==> src/rtl/uart_rx_pkt_parser.sv <==
// Frames UART bytes as SOF, LEN, payload, CHK and checks the XOR checksum, then replays accepted payloads on a valid/ready stream.
// Define UART_RX_PKT_TIMEOUT_EN to abort partial frames after TIMEOUT_CYCLES idle cycles.
module uart_rx_pkt_parser #(
    parameter logic [7:0] SOF_BYTE       = 8'hA5,
    parameter int          MAX_LEN        = 16,
    parameter int          TIMEOUT_CYCLES = 10000
) (
    input  logic       clk,
    input  logic       rst_n,
    input  logic [7:0] rx_data,
    input  logic       rx_valid,
    output logic [7:0] out_data,
    output logic       out_valid,
    input  logic       out_ready,
    output logic       out_last,
    output logic [7:0] pkt_len,
    output logic       err_chk,
    output logic       err_len,
    output logic       err_drop,
    output logic       err_timeout
);
    localparam int         AW        = (MAX_LEN > 1) ? $clog2(MAX_LEN) : 1;
    localparam logic [7:0] MAX_LEN_B = 8'(MAX_LEN);

    if (MAX_LEN < 1 || MAX_LEN > 255 || TIMEOUT_CYCLES < 2) begin : g_bad_param
        $error("uart_rx_pkt_parser: MAX_LEN must be 1..255 and TIMEOUT_CYCLES >= 2");
    end

    typedef enum logic [2:0] {HUNT, LEN, PAYLOAD, CHK, DRAIN} state_t;

    state_t          state_q, state_d;
    logic [7:0]      pkt_len_q, pkt_len_d;
    logic [7:0]      chk_q, chk_d;
    logic [AW-1:0]   wptr_q, wptr_d;
    logic [AW-1:0]   rptr_q, rptr_d;
    logic [7:0]      out_data_q, out_data_d;
    logic            out_valid_q, out_valid_d;
    logic            out_last_q, out_last_d;
    logic            err_chk_q, err_chk_d;
    logic            err_len_q, err_len_d;
    logic            err_drop_q, err_drop_d;
    logic            buf_we;
    logic [7:0]      pbuf [MAX_LEN];

`ifdef UART_RX_PKT_TIMEOUT_EN
    localparam int TW = $clog2(TIMEOUT_CYCLES);
    logic [TW-1:0] tmo_q, tmo_d;
    logic          err_timeout_q, err_timeout_d;
`endif

    always_comb begin
        state_d     = state_q;
        pkt_len_d   = pkt_len_q;
        chk_d       = chk_q;
        wptr_d      = wptr_q;
        rptr_d      = rptr_q;
        out_data_d  = out_data_q;
        out_valid_d = out_valid_q;
        out_last_d  = out_last_q;
        err_chk_d   = 1'b0;
        err_len_d   = 1'b0;
        err_drop_d  = 1'b0;
        buf_we      = 1'b0;
        case (state_q)
            HUNT: begin
                if (rx_valid && rx_data == SOF_BYTE) state_d = LEN;
            end
            LEN: begin
                if (rx_valid) begin
                    if (rx_data == 8'd0 || rx_data > MAX_LEN_B) begin
                        err_len_d = 1'b1;
                        state_d   = HUNT;
                    end else begin
                        pkt_len_d = rx_data;
                        chk_d     = rx_data;
                        wptr_d    = '0;
                        state_d   = PAYLOAD;
                    end
                end
            end
            PAYLOAD: begin
                if (rx_valid) begin
                    buf_we = 1'b1;
                    chk_d  = chk_q ^ rx_data;
                    wptr_d = wptr_q + AW'(1);
                    if (8'(wptr_q) == pkt_len_q - 8'd1) state_d = CHK;
                end
            end
            CHK: begin
                if (rx_valid) begin
                    if (rx_data == chk_q) begin
                        // Preload the first byte so out_valid rises right after the CHK edge
                        state_d     = DRAIN;
                        out_valid_d = 1'b1;
                        out_data_d  = pbuf[AW'(0)];
                        out_last_d  = (pkt_len_q == 8'd1);
                        rptr_d      = AW'(1);
                    end else begin
                        err_chk_d = 1'b1;
                        state_d   = HUNT;
                    end
                end
            end
            DRAIN: begin
                err_drop_d = rx_valid;
                if (out_valid_q && out_ready) begin
                    if (out_last_q) begin
                        out_valid_d = 1'b0;
                        out_last_d  = 1'b0;
                        state_d     = HUNT;
                    end else begin
                        out_data_d = pbuf[rptr_q];
                        out_last_d = (8'(rptr_q) == pkt_len_q - 8'd1);
                        rptr_d     = rptr_q + AW'(1);
                    end
                end
            end
            default: state_d = HUNT;
        endcase
`ifdef UART_RX_PKT_TIMEOUT_EN
        tmo_d         = '0;
        err_timeout_d = 1'b0;
        if ((state_q == LEN || state_q == PAYLOAD || state_q == CHK) && !rx_valid) begin
            if (tmo_q == TW'(TIMEOUT_CYCLES - 1)) begin
                err_timeout_d = 1'b1;
                state_d       = HUNT;
            end else begin
                tmo_d = tmo_q + TW'(1);
            end
        end
`endif
    end

    always_ff @(posedge clk) begin
        if (buf_we) pbuf[wptr_q] <= rx_data;
    end

    always_ff @(posedge clk or negedge rst_n) begin
        if (!rst_n) begin
            state_q     <= HUNT;
            pkt_len_q   <= '0;
            chk_q       <= '0;
            wptr_q      <= '0;
            rptr_q      <= '0;
            out_data_q  <= '0;
            out_valid_q <= 1'b0;
            out_last_q  <= 1'b0;
            err_chk_q   <= 1'b0;
            err_len_q   <= 1'b0;
            err_drop_q  <= 1'b0;
        end else begin
            state_q     <= state_d;
            pkt_len_q   <= pkt_len_d;
            chk_q       <= chk_d;
            wptr_q      <= wptr_d;
            rptr_q      <= rptr_d;
            out_data_q  <= out_data_d;
            out_valid_q <= out_valid_d;
            out_last_q  <= out_last_d;
            err_chk_q   <= err_chk_d;
            err_len_q   <= err_len_d;
            err_drop_q  <= err_drop_d;
        end
    end

`ifdef UART_RX_PKT_TIMEOUT_EN
    always_ff @(posedge clk or negedge rst_n) begin
        if (!rst_n) begin
            tmo_q         <= '0;
            err_timeout_q <= 1'b0;
        end else begin
            tmo_q         <= tmo_d;
            err_timeout_q <= err_timeout_d;
        end
    end
    assign err_timeout = err_timeout_q;
`else
    assign err_timeout = 1'b0;
`endif

    assign out_data  = out_data_q;
    assign out_valid = out_valid_q;
    assign out_last  = out_last_q;
    assign pkt_len   = pkt_len_q;
    assign err_chk   = err_chk_q;
    assign err_len   = err_len_q;
    assign err_drop  = err_drop_q;

endmodule

==> config.mk <==
export PLATFORM = sky130hd
export DESIGN_NAME = uart_rx_pkt_parser
export DESIGN_NICKNAME = d
export VERILOG_FILES = /design/src/rtl/uart_rx_pkt_parser.sv
export SDC_FILE = /design/constraint.sdc
export NUM_CORES = 1
export LEC_CHECK = 0
export CAP_MARGIN = 20
export CORE_UTILIZATION = 53
export CTS_CLUSTER_SIZE = 16
export DETAILED_ROUTE_END_ITERATION = 8
export DONT_BUFFER_PORTS = 1
export GPL_ROUTABILITY_DRIVEN = 0
export PLACE_DENSITY = 0.73
export SLEW_MARGIN = 0
export SYNTH_ARGS = -nofsm -noshare
export SYNTH_HDL_FRONTEND = slang
export SYNTH_SLANG_ARGS = --single-unit
==> constraint.sdc <==
create_clock -name clk -period 2.5 [get_ports clk]
set_input_delay 0 -clock clk [delete_from_list [all_inputs] [get_ports clk]]
set_output_delay 0 -clock clk [all_outputs]
set_load 0.01 [all_outputs]
# == Yosys cells after proc, flatten, opt, wreduce, memory -nomap -nowiden ==
# Memories as Yosys holds them, arrays and structs flattened.
# Index checks and enable logic that the tools add are counted.
# word_totals
mem_count,1
inputBits,12
elab_cells,99
ff_bits,40
mem_bits_rw,128
# classes
eq_ne,19
bitwise_logic,2
add_sub_neg,3
n_mux,49
magnitude_cmp,1
reduce_logical,13
# memory_table
memory,depth,width,read_ports,rd_ports_with_merged_regs,write_ports,line_no,source
pbuf,16,8,2,0,1,43,logic [7:0] pbuf [MAX_LEN];
# ops
operator,n
$mux 8,7
$pmux 8 s2,2
$mux 4,7
$mux 3,8
$ne 2x2->1 const B,10
$mux 1,19
$eq 4x8->1,2
$pmux 4 s2,2
$pmux 3 s5,1
$reduce_and 5->1,2
$add 4x1->4 const B,2
$eq 8x1->1 const B,1
$eq 8x8->1,1
$eq 8x8->1 const B,1
$gt 8x5->1 const B,1
$logic_not 8->1,1
$reduce_and 4->1,2
$sub 8x1->8 const B,1
$xor 8x8->8,1
$reduce_and 7->1,1
$eq 3x2->1 const B,2
$pmux 1 s2,2
$reduce_bool 2->1,2
$eq 3x1->1 const B,1
7 further kinds,8

# == Logic depth before layout (Yosys ltp) ==
# Gate-level depths: netlist of the first run.
# logic_depth
ltp_word,5
depth_mapped,8
ltp_nobuf,7

# == Least setup slack after synthesis of the first run ==
# No wires, ideal clock.
# synth_timing
path_kind,reg-to-reg
start,register state_q[2]
end,"memory pbuf[1][0], enable pin"
path_buffers,1
t_arrival_ns,1.721
period_less_slack_ns,2.116
path_stages_with_launch,5
slack_ns,0.384
path_cell_list,dfrtp_1 -> buf_2 -> nor2b_4 -> nand3b_1 -> nor4_1
# synth_via
elab_chain_len,4
# synth_lines
item,line_no,source
from (decl),31,"state_t state_q, state_d;"
from (signal assigned),152,state_q <= state_d;
$eq 3x2->1,64,case (state_q)
$mux 1,64,
$mux 1,135,if (buf_we) pbuf[wptr_q] <= rx_data;
$mux 1 (not written as such),135,
to (decl),43,
# Every way passes these cells.

# == Worst setup path after layout of the first run ==
# layout_timing
start,input rx_data[4]
end,register pkt_len_q[2] (netlist: pkt_len[2])
# layout_via
elab_chain_len,4
word_cells_on_any_way,5
classes_between,order compare (1); bitwise (1); reduce/logical (3)
# layout_lines
item,line_no,source
from (decl),10,"input logic [7:0] rx_data,"
$gt 8x5->1 / $logic_not 8->1 (equally long branches),70,if (rx_data == 8'd0 || rx_data > MAX_LEN_B) begin
$logic_or 1x1->1 *,70,
$not 1->1 (no source line) *,-,
$reduce_and 3->1 (no source line) *,-,
to (signal assigned),153,pkt_len_q <= pkt_len_d;
to (decl),32,"logic [7:0] pkt_len_q, pkt_len_d;"
# Every way passes the cells marked *; elsewhere a longest branch is shown, timed or not.
# A chain may end at the register's enable or synchronous reset.

==> results of run 1 <==
## synthesized netlist by cell type (2+ instances only)
cell type,instances
a211oi_1,2
a221oi_1,7
mux2_2,5
mux4_2,9
a22oi_1,16
nor2_1,17
mux2i_1,46
nor4_1,6
xnor2_1,16
nor3_1,15
a32oi_1,7
buf_2,17
nor4bb_1,2
buf_4,5
inv_1,8
and2_1,8
a31oi_1,8
clkbuf_1,8
edfxtp_1,128
a41o_1,2
nand3b_1,2
nor3_2,2
ha_1,7
xor2_1,7
nand4_1,5
o21ai_0,20
nand3_1,16
a21oi_1,22
dfrtp_1,40
nand2_1,21
and3_1,2
nor2b_1,3
## kinds of logic (layout without fill, tap and decap cells)
logic type	after synthesis	in the layout
adders and majority gates	7	7
and+or+nand+nor	111	111
DFF	168	168
xor gates and xnor gates	23	23
AOI/OAI and AO/OA	91	91
other	1	3
buffers and inverters	40	74
muxes	60	60
## flip-flops by register name, indices dropped and copies added (netlist names), 3 cells and up
| name | cells |
|---|---|
| state_q | 3 |
| wptr_q | 4 |
| pkt_len | 8 |
| pbuf | 128 |
| out_data | 8 |
| rptr_q | 4 |
| chk_q | 8 |
## power groups by stage
stage | logic (mW) | registers (mW) | clock network [mW]
floorplan | 0.649 | 3.34 | 0
global placement | 0.733 | 3.41 | 0
detailed placement | 0.754 | 3.42 | 0
CTS | 0.842 | 3.36 | 2.67
global route | 0.931 | 3.39 | 2.77
finish | 0.854 | 3.36 | 2.63
## layout make-up
cell class,instances,area [µm²],share of cell area [%]
clock buffer,18,429,5.22
multi-input combinational,293,2220,27.0
tap,176,220,2.68
inverter,8,30.0,0.365
timing repair buffer,34,295,3.59
clock inverter,14,173,2.10
antenna,2,5.00,0.0609
sequential,168,4850,59.0
## critical path, delay by kind of cell
kind	cells	cell delay (ns)
xor gates and xnor gates	1	0.25
buffers and inverters	1	1.20
muxes	1	0.47
and+or+nand+nor	1	0.54
## repair_timing
action,4_1_cts,5_1_grt
hold buffers,12,0
buffers inserted,0,0
endpoints found under the hold margin,188,0
## through the flow
step	hold WS (ns)	util [%]	total power [mW]	instances
4_1_cts	0.0409	61.8	6.87	711
3_3_place_gp	-0.295	56.3	4.14	667
6_report	0.0342	61.8	6.85	713
5_1_grt	0.0427	61.8	7.09	711
2_1_floorplan	-0.296	-	3.99	501
3_5_place_dp	-0.295	56.3	4.17	667
## how the worst max path moves through the flow
stage / from / endpoint / slack, ns / depth (start not counted)
after global placement: state_q[2] / pbuf[9][1] / 0.48 / 4
after CTS: rx_data[4] / pkt_len[2] / 0.35 / 4
after floorplan: state_q[2] / pbuf[1][0] / 0.38 / 4
after global routing: rx_data[4] / pkt_len[2] / 0.17 / 4
final: rx_data[4] / pkt_len[2] / 0.32 / 4
after detailed placement: state_q[2] / pbuf[9][5] / 0.41 / 4
## metal layers
| layer | vias up | track usage (%) |
|---|---|---|
| met3 | 29 | 7.52 |
| met1 | 2176 | 32.8 |
| met5 | - | 0 |
| li1 | 1973 | - |
| met2 | 182 | 37.6 |
| met4 | 0 | 10.0 |
==> flow_summary.json, run 1 <==
{
  "status": "finished, final reports clean",
  "first_pass_iters": 5,
  "drtIter0Drc": 518,
  "vias": 4360,
  "die-area_um2": 14200,
  "layout_common_cells": "128 x edfxtp_1, 46 x mux2i_1, 39 x dfrtp_1",
  "clock_latency_ns": 0.43,
  "synth_xor_area_share_pct": 2.78,
  "synth_top_area_share_pct": 53.0,
  "synth_area_um2": 7260,
  "met1_length_mm": 6.58,
  "fin_area_um2": 8220,
  "worstPathCellList": "dlygate4sd3_1 -> xnor2_1 -> nand4_1 -> mux2_2",
  "critPathSlowestCell": "dlygate4sd3_1",
  "drc": 0,
  "yosys_warnings": 0,
  "period_share_pct": 87.0,
  "synth_seq_area_share_pct": 66.8,
  "cts.sinks": 168,
  "wl_per_cell_um": 22.8,
  "synth.avg_cell_area_um2": 14.5,
  "crit_required_ns": 2.81,
  "area_growth_pct": 13.3,
  "grt_overflow_total": 0,
  "grt_max_degree": 41,
  "wl_met2_mm": 7.68,
  "cap_violations": 0,
  "hold_path.class": "primary input to asynchronous set/reset pin",
  "seqPwrFrac_pct": 49.1,
  "dp_hpwl_mm": 10.2,
  "antenna_found_initial": 2,
  "fin_crit_ns": 2.18,
  "worst_slew_margin_rel_pct": 32.5,
  "power_leakage_nw": 2.83,
  "drive_above_1_share_pct": 14.0,
  "r2r_cells": 4,
  "nets": 541,
  "hold_viol_final": 0,
  "synth_top_family_by_area": "multiplexers",
  "clk_pin_slew_worst_paths_ns": 0.06,
  "synth.distinct_cells": 54,
  "slew_viol_final": 0,
  "reg2reg_slack_ns": 0.38,
  "p_int_mw": 5.10,
  "vias_per_cell": 6.12,
  "rr_endpoint": "pbuf[9][0]",
  "timing.fmax_mhz": 460,
  "final.fill_count": 960,
  "cp_slowest_stage_delay_ns": 1.20,
  "synth-async-reset-ratio_pct": 23.8,
  "p_comb_share_pct": 12.5,
  "yosysTopAreaCell": "edfxtp_1",
  "yosys-mux-area-fraction_pct": 9.92,
  "die-height_um": 119,
  "num_rows": 42,
  "syn_nets": 520,
  "grt_pass1_wl_mm": 24.9,
  "vdd_ir_drop_max_v": 0.000603,
  "io_pins": 34,
  "htreeDepth": 4,
  "grt_usage_pct": 24.6,
  "finalWorstSetupSlack_ns": 0.324,
  "cts_tree": "built",
  "synthFlopType": "edfxtp_1",
  "power_density_nw_per_um2": 833,
  "cts_root_buffer": "clkbuf_16",
  "p_sw_mw": 1.75,
  "switching_share_pct": 25.5,
  "initial_core_util_pct": 54.6,
  "cts_buffers": 17,
  "fp.dieW_um": 119,
  "cts_buffer_depth": 2,
  "arrival_ns": 2.48,
  "coreArea_um2": 13300,
  "yosys.area_share.simple_pct": 8.43,
  "cp-start-kind": "primary input",
  "layout_commonest_cell": "edfxtp_1",
  "timing.rr.start": "state_q[2]",
  "maxUsedRoutingLayer": "met4",
  "synth.area.top_cells": "edfxtp_1 53%, dfrtp_1 14%, mux2i_1 6.3%, mux4_2 2.8%, xnor2_1 1.9%",
  "worst_pin_slew_ns": 1.01,
  "synth-adder-area-share_pct": 1.21,
  "synth-compound-area-share_pct": 8.21,
  "tns_ns": 0,
  "cts-resized-gates": 0,
  "power.share.clock_pct": 38.5,
  "wl_met3_mm": 1.53,
  "ys_ff_latch": 168,
  "finClkSkew_ns": 0.0155,
  "grt_pass1_vias": 4350,
  "netlist_instances": 501,
  "rsz0062_at_grt": "false",
  "setup_viol": 0,
  "synth_edf_count": 128,
  "path_max_fanout": 21,
  "place_ws_ns": 0.408,
  "detail-route-antenna-nets": 0,
  "critical_path_class": "primary input to register",
  "end_kind": "register",
  "wirelength_mm": 16.2,
  "port_buffers": 0,
  "placed_area_um2": 7480
}
No activity file was read; power rests on OpenSTA's default activity.
==> run 2, diff against run 1 <==
PLACE_DENSITY = 0.74   (was 0.73)
RECOVER_POWER = 50   (was unset)
==> run 2 against run 1 <==
  * The flow now finishes with violations (capacitance limit, slew limit)
  * Die area stayed put
  * Via count fell by 0.57%
  * Routed wire length decreased by 0.97%
  * Non-clock buffer count grew 1
  * Clock power hardly changed
  * Flip-flop and latch count stayed put
  * Combinational power fell by 4.0%
  * First-iteration DRC count shrank 5.8%
  * Final area is essentially flat
  * Clock skew down 0.0083 ns
  * Sequential power about the same
  * Sequential share of layout area about the same
==> flow_summary.json, run 2 (synthesis results as in run 1) <==
{
  "hold_viol_final": 0,
  "cts_buffer_depth": 2,
  "layout_common_cells": "128 x edfxtp_1, 46 x mux2i_1, 39 x dfrtp_1",
  "cts_tree": "built",
  "cts_root_buffer": "clkbuf_16",
  "port_buffers": 0,
  "arrival_ns": 2.31,
  "end_kind": "register",
  "place_ws_ns": 0.323,
  "p_int_mw": 5.09,
  "grt_pass1_vias": 4375,
  "finClkSkew_ns": 0.00723,
  "power_density_nw_per_um2": 833,
  "reg2reg_slack_ns": 0.28,
  "period_share_pct": 88.7,
  "area_growth_pct": 13.2,
  "coreArea_um2": 13300,
  "setup_viol": 0,
  "initial_core_util_pct": 54.6,
  "switching_share_pct": 25.6,
  "cts_buffers": 17,
  "grt_max_degree": 41,
  "cp-start-kind": "register",
  "grt_overflow_total": 0,
  "power.share.clock_pct": 38.8,
  "vdd_ir_drop_max_v": 0.000500,
  "slew_viol_final": 41,
  "p_sw_mw": 1.75,
  "status": "complete, but fails checks",
  "vias_per_cell": 6.08,
  "die-area_um2": 14200,
  "antenna_found_initial": 1,
  "p_comb_share_pct": 12.0,
  "worst_pin_slew_ns": 1.85,
  "timing.fmax_mhz": 451,
  "wl_per_cell_um": 22.5,
  "layout_commonest_cell": "edfxtp_1",
  "cts-resized-gates": 0,
  "htreeDepth": 4,
  "num_rows": 42,
  "rsz0062_at_grt": "false",
  "critical_path_class": "register to register",
  "detail-route-antenna-nets": 0,
  "largest_reg_flops": 128,
  "totalPowerFinal_mw": 6.84,
  "hold_ws_ns": 0.0138,
  "io_pins": 34,
  "power_leakage_nw": 2.83,
  "dp_hpwl_mm": 9.79,
  "top_register": "pbuf",
  "violations": "capacitance limit, slew limit",
  "die-height_um": 119,
  "fin_crit_ns": 2.22,
  "path_max_fanout": 11,
  "finalWorstSetupSlack_ns": 0.283,
  "wirelength_mm": 16.1,
  "clock_latency_ns": 0.43,
  "cts.sinks": 168,
  "worst_slew_margin_rel_pct": -23.2,
  "drive_above_1_share_pct": 13.8,
  "vias": 4335,
  "tns_ns": 0,
  "seqPwrFrac_pct": 49.2,
  "hold_path.class": "primary input to register",
  "grt_usage_pct": 24.4,
  "clk_pin_slew_worst_paths_ns": 0.06,
  "crit_required_ns": 2.59,
  "grt_pass1_wl_mm": 24.9,
  "nets": 542,
  "cap_violations": 1,
  "drtIter0Drc": 488,
  "first_pass_iters": 5,
  "drc": 0,
  "fp.dieW_um": 119
}
-- run 2: changes by cell type in the layout (fill, tap and decap cells not counted) --
| cell | delta |
|---|---|
| diode_2 | -1 |
| buf_12 | -1 |
| dlymetal6s4s_1 | +1 |
| clkinvlp_4 | +1 |
| dlygate4sd3_1 | +1 |
| clkinv_4 | -1 |
-- run 2: path summary, 6_finish.rpt --
kind,startpoint,end,cells after the start
min in group asynchronous,rst_n,out_data[7],2
worst max register to register,state_q[2],pbuf[11][5],4
worst max-delay path,state_q[2],pbuf[11][5],4
worst min-delay path,rx_data[3],err_len,4
worst min register to register,chk_q[2],chk_q[2],2
max in group asynchronous,rst_n,rptr_q[1],2
-- run 2: metal layers --
metal | GRT usage (%) | part of all wire (%) | wire length [µm]
met1 | 32.5 | 43 | 6860
met2 | 37.6 | 47 | 7610
met3 | 6.66 | 6.8 | 1100
met4 | 10.8 | 3.0 | 476
met5 | 0 | 0.11 | 17
-- run 2: critical path, stage by stage (launching register included) --
cell and delay (ns):
dfrtp_1 0.51, nor2b_4 0.21, nand3b_1 0.24, nor3b_1 0.48, and2_1 0.45
-- run 2: area by class of cell --
cell class	count	area, µm²
Tap cell	176	220
Multi-Input combinational cell	293	2220
Inverter	8	30.0
Clock buffer	18	429
Fill cell	990	5080
Timing Repair Buffer	35	298
Antenna cell	1	2.50
Sequential cell	168	4850
Clock inverter	14	171
-- run 2: power by group through the flow --
stage          logic (mW)  clock network [mW]  registers (mW)
5_1_grt             0.921                2.79            3.39
6_report            0.820                2.66            3.37
3_5_place_dp        0.736                   0            3.42
4_1_cts             0.823                2.68            3.36
3_3_place_gp        0.714                   0            3.41
2_1_floorplan       0.649                   0            3.34
-- run 2: per-stage QoR --
step	std cells	area (µm²)	util [%]
floorplan	501	7260	-
global placement	667	7480	56.3
detailed placement	667	7480	56.3
CTS	712	8220	61.8
global route	712	8210	61.8
finish	713	8220	61.8
-- run 2: repair_timing --
item	in CTS	in global routing
hold endpoints to repair	188	0
hold buffers	13	0
setup buffers	0	0
